<file path="src/rtl/mmio_bus_ctrl.sv">
// Memory-mapped I/O bus controller: decodes a slot from the processor address, stalls the CPU
// until the selected slot acknowledges or a timeout expires, and logs failed accesses.
module mmio_bus_ctrl #(
  parameter int ADDR_W  = 16,
  parameter int DATA_W  = 16,
  parameter int NSLOT   = 8,
  parameter int SEL_HI  = 15,
  parameter int SEL_LO  = 12,
  parameter int TIMEOUT = 15
) (
  input  logic                    clk,
  input  logic                    rst,
  input  logic                    cpu_read,
  input  logic                    cpu_write,
  input  logic [ADDR_W-1:0]       cpu_addr,
  input  logic [DATA_W-1:0]       cpu_wdata,
  output logic [DATA_W-1:0]       cpu_rdata,
  output logic                    cpu_stall,
  output logic                    cpu_err,
  output logic [NSLOT-1:0]        cs,
  output logic                    bus_read,
  output logic                    bus_write,
  output logic [ADDR_W-1:0]       bus_addr,
  output logic [DATA_W-1:0]       bus_wdata,
  input  logic [NSLOT*DATA_W-1:0] slot_rdata,
  input  logic [NSLOT-1:0]        slot_ack,
  output logic [ADDR_W-1:0]       err_addr,
  output logic [7:0]              err_cnt
);

  localparam int SLOT_W = (NSLOT > 1) ? $clog2(NSLOT) : 1;
  localparam int CNT_W  = $clog2(TIMEOUT + 1);

  typedef enum logic [1:0] {IDLE, ACCESS, DONE} state_e;

  state_e              state_q, state_d;
  logic [SLOT_W-1:0]   sel_q;
  logic                wr_q;
  logic                err_q;
  logic [CNT_W-1:0]    cnt_q;
  logic [ADDR_W-1:0]   req_addr_q;
  logic [ADDR_W-1:0]   bus_addr_q;
  logic [DATA_W-1:0]   bus_wdata_q;
  logic [DATA_W-1:0]   rdata_q;
  logic [ADDR_W-1:0]   err_addr_q;
  logic [7:0]          err_cnt_q;

  logic                req;
  logic                unmapped;
  logic                ack_sel;
  logic                timeout_hit;
  logic [DATA_W-1:0]   slot_data [NSLOT];

  assign req         = cpu_read | cpu_write;
  assign unmapped    = 32'(cpu_addr[SEL_HI:SEL_LO]) >= NSLOT;
  assign ack_sel     = slot_ack[sel_q];
  assign timeout_hit = (cnt_q == CNT_W'(TIMEOUT));

  genvar gi;
  generate
    for (gi = 0; gi < NSLOT; gi++) begin : g_slot
      assign slot_data[gi] = slot_rdata[gi*DATA_W +: DATA_W];
      assign cs[gi]        = (state_q == ACCESS) && (sel_q == SLOT_W'(gi));
    end
  endgenerate

  always_ff @(posedge clk or negedge rst) begin
    if (!rst) state_q <= IDLE;
    else      state_q <= state_d;
  end

  always_comb begin
    state_d = state_q;
    case (state_q)
      IDLE:    if (req) state_d = unmapped ? DONE : ACCESS;
      ACCESS:  if (ack_sel || timeout_hit) state_d = DONE;
      DONE:    state_d = IDLE;
      default: state_d = IDLE;
    endcase
  end

  // The IDLE stall term is gated by reset so every output reads 0 while reset is held.
  always_comb begin
    cpu_stall = 1'b0;
    bus_read  = 1'b0;
    bus_write = 1'b0;
    cpu_err   = 1'b0;
    case (state_q)
      IDLE:    cpu_stall = req & rst;
      ACCESS: begin
        cpu_stall = 1'b1;
        bus_read  = ~wr_q;
        bus_write = wr_q;
      end
      DONE:    cpu_err = err_q;
      default: cpu_stall = 1'b0;
    endcase
  end

  always_ff @(posedge clk or negedge rst) begin
    if (!rst) begin
      sel_q       <= '0;
      wr_q        <= 1'b0;
      err_q       <= 1'b0;
      cnt_q       <= '0;
      req_addr_q  <= '0;
      bus_addr_q  <= '0;
      bus_wdata_q <= '0;
      rdata_q     <= '0;
      err_addr_q  <= '0;
      err_cnt_q   <= '0;
    end else begin
      case (state_q)
        IDLE: if (req) begin
          req_addr_q <= cpu_addr;
          err_q      <= unmapped;
          if (unmapped) begin
            rdata_q <= '1;
          end else begin
            bus_addr_q  <= cpu_addr;
            bus_wdata_q <= cpu_wdata;
            wr_q        <= cpu_write;
            sel_q       <= cpu_addr[SEL_LO +: SLOT_W];
            cnt_q       <= CNT_W'(1);
          end
        end
        ACCESS: begin
          if (ack_sel) begin
            rdata_q <= wr_q ? '0 : slot_data[sel_q];
            err_q   <= 1'b0;
          end else if (timeout_hit) begin
            rdata_q <= '1;
            err_q   <= 1'b1;
          end else begin
            cnt_q <= cnt_q + CNT_W'(1);
          end
        end
        DONE: if (err_q) begin
          err_addr_q <= req_addr_q;
          if (err_cnt_q != 8'hFF) err_cnt_q <= err_cnt_q + 8'd1;
        end
        default: ;
      endcase
    end
  end

  assign cpu_rdata = rdata_q;
  assign bus_addr  = bus_addr_q;
  assign bus_wdata = bus_wdata_q;
  assign err_addr  = err_addr_q;
  assign err_cnt   = err_cnt_q;

endmodule

</file>
<file path="config.mk">
export PLATFORM = sky130hd
export DESIGN_NAME = mmio_bus_ctrl
export DESIGN_NICKNAME = d
export VERILOG_FILES = /design/src/rtl/mmio_bus_ctrl.sv
export SDC_FILE = /design/constraint.sdc
export NUM_CORES = 1
export LEC_CHECK = 0
export CORE_ASPECT_RATIO = 1.4
export CORE_MARGIN = 2
export CORE_UTILIZATION = 44
export DETAILED_ROUTE_END_ITERATION = 6
export PLACE_DENSITY = 0.95
export SLEW_MARGIN = 10
export SYNTH_ARGS = -nofsm -noshare
export SYNTH_HDL_FRONTEND = slang
export SYNTH_SLANG_ARGS = --single-unit
</file>
<file path="constraint.sdc">
create_clock -name clk -period 5.2 [get_ports clk]
set_clock_uncertainty 0.05 [all_clocks]
set_input_delay 1.04 -clock clk [delete_from_list [all_inputs] [get_ports clk]]
set_output_delay 1.04 -clock clk [all_outputs]
set_load 0.02 [all_outputs]
</file>
**Word-level counts from Yosys, hierarchy flattened**

Cells that the tools add are included.

- Register bits: 99
- Input port bits: 172
- Output and inout bits: 84
- Logic and storage cells: 87

- $add $sub $neg: 2
- Order comparisons: 3
- Eq/ne operators: 18
- Mux-type cells: 28
- Bitwise logic cells: 5
- Reductions and logical operators: 20

Operator list:

| operator | number |
|---|---|
| 16-bit two-way mux | 7 |
| 16-bit binary-select mux with 3-bit select | 1 |
| 16-bit case mux with 2 select lines | 1 |
| 4-bit two-way mux | 4 |
| 3-bit equality test (second input constant) | 4 |
| 2-bit != test (second input constant) | 5 |
| 3-bit AND reduction | 3 |
| 8-bit by 1-bit adder with 8-bit output (second input constant) | 1 |
| 4-bit greater-or-equal comparator (second input constant) | 2 |
| 1-bit logical AND | 8 |
| 8-bit != test (second input constant) | 1 |
| 4-bit case mux with 2 select lines | 1 |
| 1-bit two-way mux | 7 |
| 3-bit by 2-bit equality test with 1-bit output (second input constant) | 2 |
| 2-bit two-way mux | 3 |
| 2-bit AND reduction | 3 |
| 5-bit AND reduction | 1 |
| 4-bit by 1-bit adder with 4-bit output (second input constant) | 1 |
| 4-bit equality test (second input constant) | 1 |
| 3-bit by 4-bit less-than comparator with 1-bit output (second input constant) | 1 |
| 3-bit inverter with 4-bit output | 1 |
| 1-bit case mux with 2 select lines | 2 |
| 2-bit case mux with 2 select lines | 1 |
| 4-bit AND reduction | 1 |
| 13 further kinds | 14 |

**Longest topological paths before layout**

Gate-level depths: netlist (run 1).

- Word-level depth: 7
- Mapped depth: 7
- Mapped depth without buffers: 5

**Worst setup path after synthesis (run 1)**

No wires, ideal clock.

- Kind: reg2out
- Start: register sel_q[1]
- End: output port cs[0]
- Data arrival time: 1646 ps
- Required time: 4110 ps
- Setup slack: 2464 ps
- Cell stages (with the launch flop): 5
- Path buffers: 3
- Cell sequence: dfrtp_1 -> buf_6 -> buf_2 -> buf_2 -> nor4_1

- Word-level cells in the longest chain between the ends: 2

Ends and longest elaborated chain:

| element | RTL line | source |
|---|---|---|
| from (decl) | 37 | `logic [SLOT_W-1:0] sel_q;` |
| from (signal assigned) | 123 | `sel_q <= cpu_addr[SEL_LO +: SLOT_W];` |
| 3-bit zero test | 63 | `assign cs[gi] = (state_q == ACCESS) && (sel_q == SLOT_W'(gi));` |
| 1-bit logical AND | 63 |  |
| to (decl) | 20 | `output logic [NSLOT-1:0] cs,` |

Every way passes these cells.

**Final worst setup path (run 1)**

- Start: input port cpu_write
- End: output port cpu_stall

- Word-level cells in the longest chain between the ends: 3

Ends and longest elaborated chain:

| element | RTL line | source |
|---|---|---|
| from (decl) | 14 | `input logic cpu_write,` |
| 1-bit OR | 54 | `assign req = cpu_read \| cpu_write;` |
| 1-bit bitwise AND | 89 | `IDLE: cpu_stall = req & rst;` |
| 1-bit case mux with 2 select lines | 88 | `case (state_q)` |
| to (decl) | 18 | `output logic cpu_stall,` |

Every way passes these cells.

==> summary.txt, run 1 <==
Logic synthesis
  – Most common cell in the synthesized netlist: dfrtp_1
  – Post-synth ARST share: 100%
  – Cell area after synthesis: about 5000 µm²
  – Synth Area in XOR/XNOR: 1.20%
  – Synth cell types: between 40 and 50
  – Synth Register Bits: 96
  – Post-synthesis mux area share: roughly 26%
  – Post-Synth Adder-Cell Area: less than 1%
  – Top post-synthesis cells by area: dfrtp_1 47%, mux4_2 14%, mux2_2 11%
  – Post-Synth Simple-Gate Area: a little over a tenth
  – Yosys top cell area share: a little under half
  – Synth warn: 0
  – Post-synth EDFFs: 0
  – Syn_area_per_cell: 12.6 µm²
  – Top cells by count, synth: 96 x dfrtp_1, 54 x nand2_1, 48 x mux2_2, 32 x mux4_2
  – Post-Synthesis Cells: around 400
  – Largest family of logic cells by synthesized area: multiplexers
  – Sequential share of the synthesized area: 46.9%
  – Net Count, Synth: between 500 and 600
  – Post-synthesis compound-gate area fraction: ~11%
  – Largest area contributor in the netlist: dfrtp_1
  – Post-synth top flop: dfrtp_1

Clock network
  – TritonCTS Buffers: 9
  – Clock Latency Late Sink: around 0.34 ns
  – CTS tree: yes
  – H-tree Lvls: 3
  – Max Root-Sink Buffers: 2
  – # clock sinks: 96
  – Post-CTS sizing: 0
  – # hold bufs at CTS: 0
  – Post-CTS setup buffer count: 0
  – Clk slew on worst S/H paths: ~0.060 ns
  – Root buffer cell: clkbuf_16

Timing
  – Max-slew violation count: 0
  – RSZ-0062 raised after global routing: no
  – Final period utilization: a little over two thirds
  – Worst hold slack: approximately 0.42 ns
  – Final worst slack: ~1.5 ns
  – Min cycle time layout: between 3 and 4 ns
  – Final setup fails: 0
  – Setup_tns: 0 ns
  – Slew @ Worst Pin: between 1 and 1.5 ns
  – Fin. Hold Viols: 0
  – Worst rel slew slack: between 10% and 20%
  – Fmax: between 200 and 300 MHz

Placed design
  – I/O Buffers: around 260
  – Inst Count DP: between 700 and 800
  – Worst slack, placed: 1.52 ns
  – Final Wtd Congestion: about 0.91
  – DP Wirelength: around 13000 µm

Route
  – ANT nets after route: 0
  – Routed Wire Length: roughly 17000 µm
  – Via count: ~4500
  – Vias per inst: between 5 and 6
  – Starting DRT DRC Count: ~250
  – DRC Markers: 0
  – DR WL/cell: 21.7 µm
  – DR pass1 iterations: 4

Floorplan
  – Die area: around 13000 µm²
  – Ports: ~260
  – Core area: 11300 µm²
  – DIE HEIGHT: 132 µm
  – Die Wd: 95.2 µm
  – Initial Util: 45.2%
  – Cell Rows: 46

Power
  – Seq pwr share: between 30% and 40%
  – Max VDD drop: 0.000407 V
  – Int Power: between 0.002 and 0.003 W
  – Lkg Pwr: 3.13 nW
  – Clk pwr share: 15.1%
  – Comb pwr share: a little over half
  – Net Sw Power: roughly 0.0018 W
  – Power density over cell area: ~570 nW/µm²
  – Switching Fraction: around 40%

Finish
  – End-of-flow core utilization: 70.7%
  – FILL cells: a little under 800
  – Seq. cell area: between 2000 and 2500 µm²
  – Footprint of the multi-input gates: roughly 2500 µm²
  – Number of inserted diodes: 0
  – Area Overhead vs Synth: 56.4%
  – Fin nets: approximately 820
  – Layout cell share with drive strength beyond 1: roughly a fifth
  – Post-Layout Cell Count: just under 800

Global routing
  – First-pass GRT wire length: 26300 µm
  – Initial antenna violation count: 1
  – Largest net degree at the start of global routing: 57
  – Total GRT Usage: 27.5%
  – Vias in the first global route: roughly 5000
  – Total grt overflow: 0

Worst setup path
  – Critical Path Sink Type: primary output
  – Worst path required time: between 4 and 5 ns
  – Crit start category: input port
  – CP arrival: roughly 2.6 ns
  – Crit-path max FO: 6
  – R2R depth: 4
  – Worst Path Class, Setup: input port to primary output

Outcome
  – Status: complete, no violations

Hold path
  – Hold Crit Class: register to register
  – Hold-critical path depth: 2

Run
  – Maxcap violations: 0
## cell usage in the layout, fill, tap and decap left out, types with 7 or more instances in the layout
cell / n
a22oi_1: 17
clkdlybuf4s50_1: 254
a211oi_2: 9
dfrtp_1: 94
nor3_1: 7
nand2_1: 54
mux4_2: 32
a211oi_1: 24
clkbuf_16: 9
nor2_1: 24
mux2_2: 48
## worst max-delay path: stages
cell	delay (ns)
clkdlybuf4s50_1	0.62
o21ai_0	0.14
a21oi_1	0.17
clkdlybuf4s50_1	0.62
## path summary, 6_finish.rpt
check / startpoint / endpoint / slack, ns
min reg2reg: req_addr_q[8] / err_addr[8] / 0.42
min: req_addr_q[8] / err_addr[8] / 0.42
min in group asynchronous: rst / req_addr_q[3] / 0.62
max: cpu_write / cpu_stall / 1.52
max reg2reg: sel_q[1] / cpu_rdata[5] / 2.24
max in group asynchronous: rst / sel_q[0] / 3.33
## registers in the layout, indices dropped and copies added, names as in the netlist
| signal | count |
|---|---|
| cpu_rdata | 16 |
| err_cnt | 8 |
| bus_wdata | 16 |
| req_addr_q | 16 |
| err_q | 1 |
| wr_q | 1 |
| err_addr | 16 |
| sel_q | 2 |
| cnt_q | 4 |
| bus_addr | 14 |
| state_q | 2 |
## layer usage
layer  vias to the layer above  share of wire (%)  global-route usage, %
li1                       2005                  -                      -
met5                         -              0.069                      0
met4                         2                5.5                   15.9
met3                        65                8.4                   7.09
met1                      2184                 34                   29.7
met2                       232                 52                   47.3
## power by group through the flow
stage | Combinational, W | Sequential [W] | Clock, W
final | 0.00241 | 0.00145 | 0.000687
after CTS | 0.00243 | 0.00144 | 0.000703
after floorplan | 0.00131 | 0.00158 | 0
after global routing | 0.00257 | 0.00150 | 0.000725
after detailed placement | 0.00242 | 0.00145 | 0
after global placement | 0.00233 | 0.00142 | 0
## per-stage QoR
| stage | cell area (µm²) | total power [W] |
|---|---|---|
| detailed placement | 7710 | 0.00387 |
| floorplan | 5130 | 0.00289 |
| CTS | 8020 | 0.00458 |
| global placement | 7710 | 0.00375 |
| finish | 8020 | 0.00455 |
| global route | 8020 | 0.00480 |
## cell families after synthesis
| group | Yosys count |
|---|---|
| AOI/OAI and AO/OA | 70 |
| xor gates and xnor gates | 7 |
| adders and majority gates | 2 |
| buffers and inverters | 33 |
| DFF | 96 |
| muxes | 85 |
| and+or+nand+nor | 115 |
## area by class of cell
class / count / share of cell area [%]
clock buffers: 10 / 2.98
inverters: 2 / 0.0936
multi-input cells: 279 / 31.6
well taps: 144 / 2.25
clock inverters: 6 / 0.920
repair buffers: 259 / 32.2
flip-flops and latches: 96 / 30.0
No activity file was read; power rests on OpenSTA's default activity.
==> run 2: changes to the inputs <==
--- a/config.mk
+++ b/config.mk
@@ -7,9 +7,9 @@
 export LEC_CHECK = 0
 export CORE_ASPECT_RATIO = 1.4
 export CORE_MARGIN = 2
-export CORE_UTILIZATION = 44
+export CORE_UTILIZATION = 41
 export DETAILED_ROUTE_END_ITERATION = 6
-export PLACE_DENSITY = 0.95
+export PLACE_DENSITY = 0.92
 export SLEW_MARGIN = 10
 export SYNTH_ARGS = -nofsm -noshare
 export SYNTH_HDL_FRONTEND = slang
==> constraint.sdc (replaced) <==
create_clock -name clk -period 3.64 [get_ports clk]
set_clock_uncertainty 0.05 [all_clocks]
set_input_delay 0.728 -clock clk [delete_from_list [all_inputs] [get_ports clk]]
set_output_delay 0.728 -clock clk [all_outputs]
set_load 0.02 [all_outputs]
==> run 2 against run 1 <==
- total power is 45% higher
- critical path type unchanged
- worst setup slack worse by 0.95 ns
- clock power rose by 48%
- global-route usage down 2.5 points
- core utilization down 4.7 points
- largest power group unchanged
- sequential share of layout area fell by 0.25 points
- non-clock buffer count is 7 higher
- cell count is 1.6% higher
==> summary.txt, run 2 (same netlist as run 1, synthesis figures left out) <==
Global routing
  – Vias in the first global route: a little under 5000
  – Total GRT Usage: between 20% and 30%
  – Initial antenna violation count: 0
  – Total grt overflow: 0
  – First-pass GRT wire length: between 20000 and 30000 µm
  – Largest net degree at the start of global routing: 53

Timing
  – Min cycle time layout: 3.07 ns
  – Final setup fails: 0
  – Worst rel slew slack: a little over two fifths
  – Fin. Hold Viols: 0
  – Fmax: approximately 330 MHz
  – Slew @ Worst Pin: ~0.85 ns
  – Final worst slack: 0.571 ns
  – Final period utilization: a little over four fifths
  – Max-slew violation count: 0
  – Setup_tns: 0 ns
  – RSZ-0062 raised after global routing: no

Placed design
  – I/O Buffers: around 260
  – DP Wirelength: between 10000 and 15000 µm
  – Final Wtd Congestion: about 0.8
  – Worst slack, placed: ~0.57 ns

Route
  – Metal2 WL: 9170 µm
  – Starting DRT DRC Count: 181
  – Routed Wire Length: around 17000 µm
  – Met3 wire length: ~1300 µm
  – Vias per inst: between 5 and 6
  – ANT nets after route: 0
  – DR pass1 iterations: 5
  – DRC Markers: 0
  – DR WL/cell: between 20 and 25 µm
  – Top routing layer used: met4
  – Via count: roughly 4600
  – M1 WL: around 6400 µm

Hold path
  – Hold-critical path depth: 2
  – Hold Crit Class: register to register
  – Worst hold start: req_addr_q[13]

Worst setup path
  – Crit start category: input port
  – Worst path required time: between 2 and 3 ns
  – Worst Path Class, Setup: input port to primary output
  – Critical Path Sink Type: primary output
  – Crit-path max FO: 6
  – R2R depth: 5
  – CP Launch Point: cpu_write
  – CP arrival: approximately 2.3 ns
  – FF-to-FF Start: sel_q[1]

Floorplan
  – Cell Rows: 48
  – Ports: about 260
  – Initial Util: 41.9%
  – Die area: 13400 µm²
  – Core area: 12300 µm²
  – DIE HEIGHT: about 140 µm
  – Die Wd: between 90 and 100 µm

Power
  – Max VDD drop: 0.000519 V
  – Power density over cell area: approximately 810 nW/µm²
  – Lkg Pwr: ~3.2 nW

Finish
  – Layout cell share with drive strength beyond 1: between 15 and 20%
  – Area Overhead vs Synth: 57.8%
  – End-of-flow core utilization: 66.0%
  – Commonest non-fill, non-tap cell in the layout: clkdlybuf4s50_1
  – Number of inserted diodes: 0
  – Fin nets: about 830
  – Most frequent cells in the layout: 254 x clkdlybuf4s50_1, 94 x dfrtp_1, 54 x nand2_1, 48 x mux2_2, 32 x mux4_2

Clock network
  – Post-CTS sizing: 0
  – Clock Latency Late Sink: about 0.33 ns
  – Max Root-Sink Buffers: 2
  – # hold bufs at CTS: 0
  – Post-CTS setup buffer count: 0
  – TritonCTS Buffers: 9
  – CTS tree: yes
  – # clock sinks: 96
  – Clk slew on worst S/H paths: 0.07 ns
  – H-tree Lvls: 3
  – Root buffer cell: clkbuf_16

Run
  – Maxcap violations: 0

Outcome
  – Status: complete, no violations
==> run 2: layout make-up <==
type / count / area [µm²]
clock inverters: 5 / 87.6
clock buffers: 11 / 233
fillers: 957 / 4160
inverters: 2 / 7.51
flip-flops and latches: 96 / 2400
multi-input cells: 279 / 2540
repair buffers: 266 / 2630
well taps: 150 / 188
==> run 2: critical path: stages <==
cell and delay [ns]:
clkdlybuf4s50_1 0.63, o21ai_0 0.16, a21oi_1 0.15, clkdlybuf4s50_1 0.62
==> run 2: path summary, 6_finish.rpt <==
path | to | slack [ns]
max in group asynchronous | req_addr_q[2] | 2.01
min | err_addr[13] | 0.41
min in group asynchronous | err_cnt[5] | 0.45
max reg2reg | cnt_q[0] | 1.22
min reg2reg | err_addr[13] | 0.41
max | cpu_stall | 0.57
==> run 2: per-stage QoR <==
stage	instances	instance area, µm²	power (W)	hold slack, ns
final	809	8090	0.00657	0.411
after global routing	809	8090	0.00692	0.433
after CTS	809	8090	0.00663	0.416
after detailed placement	793	7770	0.00557	0.403
after global placement	793	7770	0.00542	0.393
after floorplan	408	5130	0.00413	0.382
==> run 2: per-layer routing <==
| metal | GRT usage, % | up-vias |
|---|---|---|
| li1 | - | 2013 |
| met1 | 28.8 | 2320 |
| met2 | 45.0 | 228 |
| met3 | 6.32 | 37 |
| met4 | 8.52 | 0 |
| met5 | 0 | - |
==> run 2: where the power goes <==
| group | total (W) | switching, W | internal [W] | leakage (nW) |
|---|---|---|---|---|
| sequential | 0.00198 | 0.000420 | 0.00156 | 1.13 |
| clock | 0.00102 | 0.000414 | 0.000611 | 0.152 |
| combinational | 0.00357 | 0.00176 | 0.00180 | 1.89 |
| total | 0.00657 | 0.00260 | 0.00397 | 3.17 |
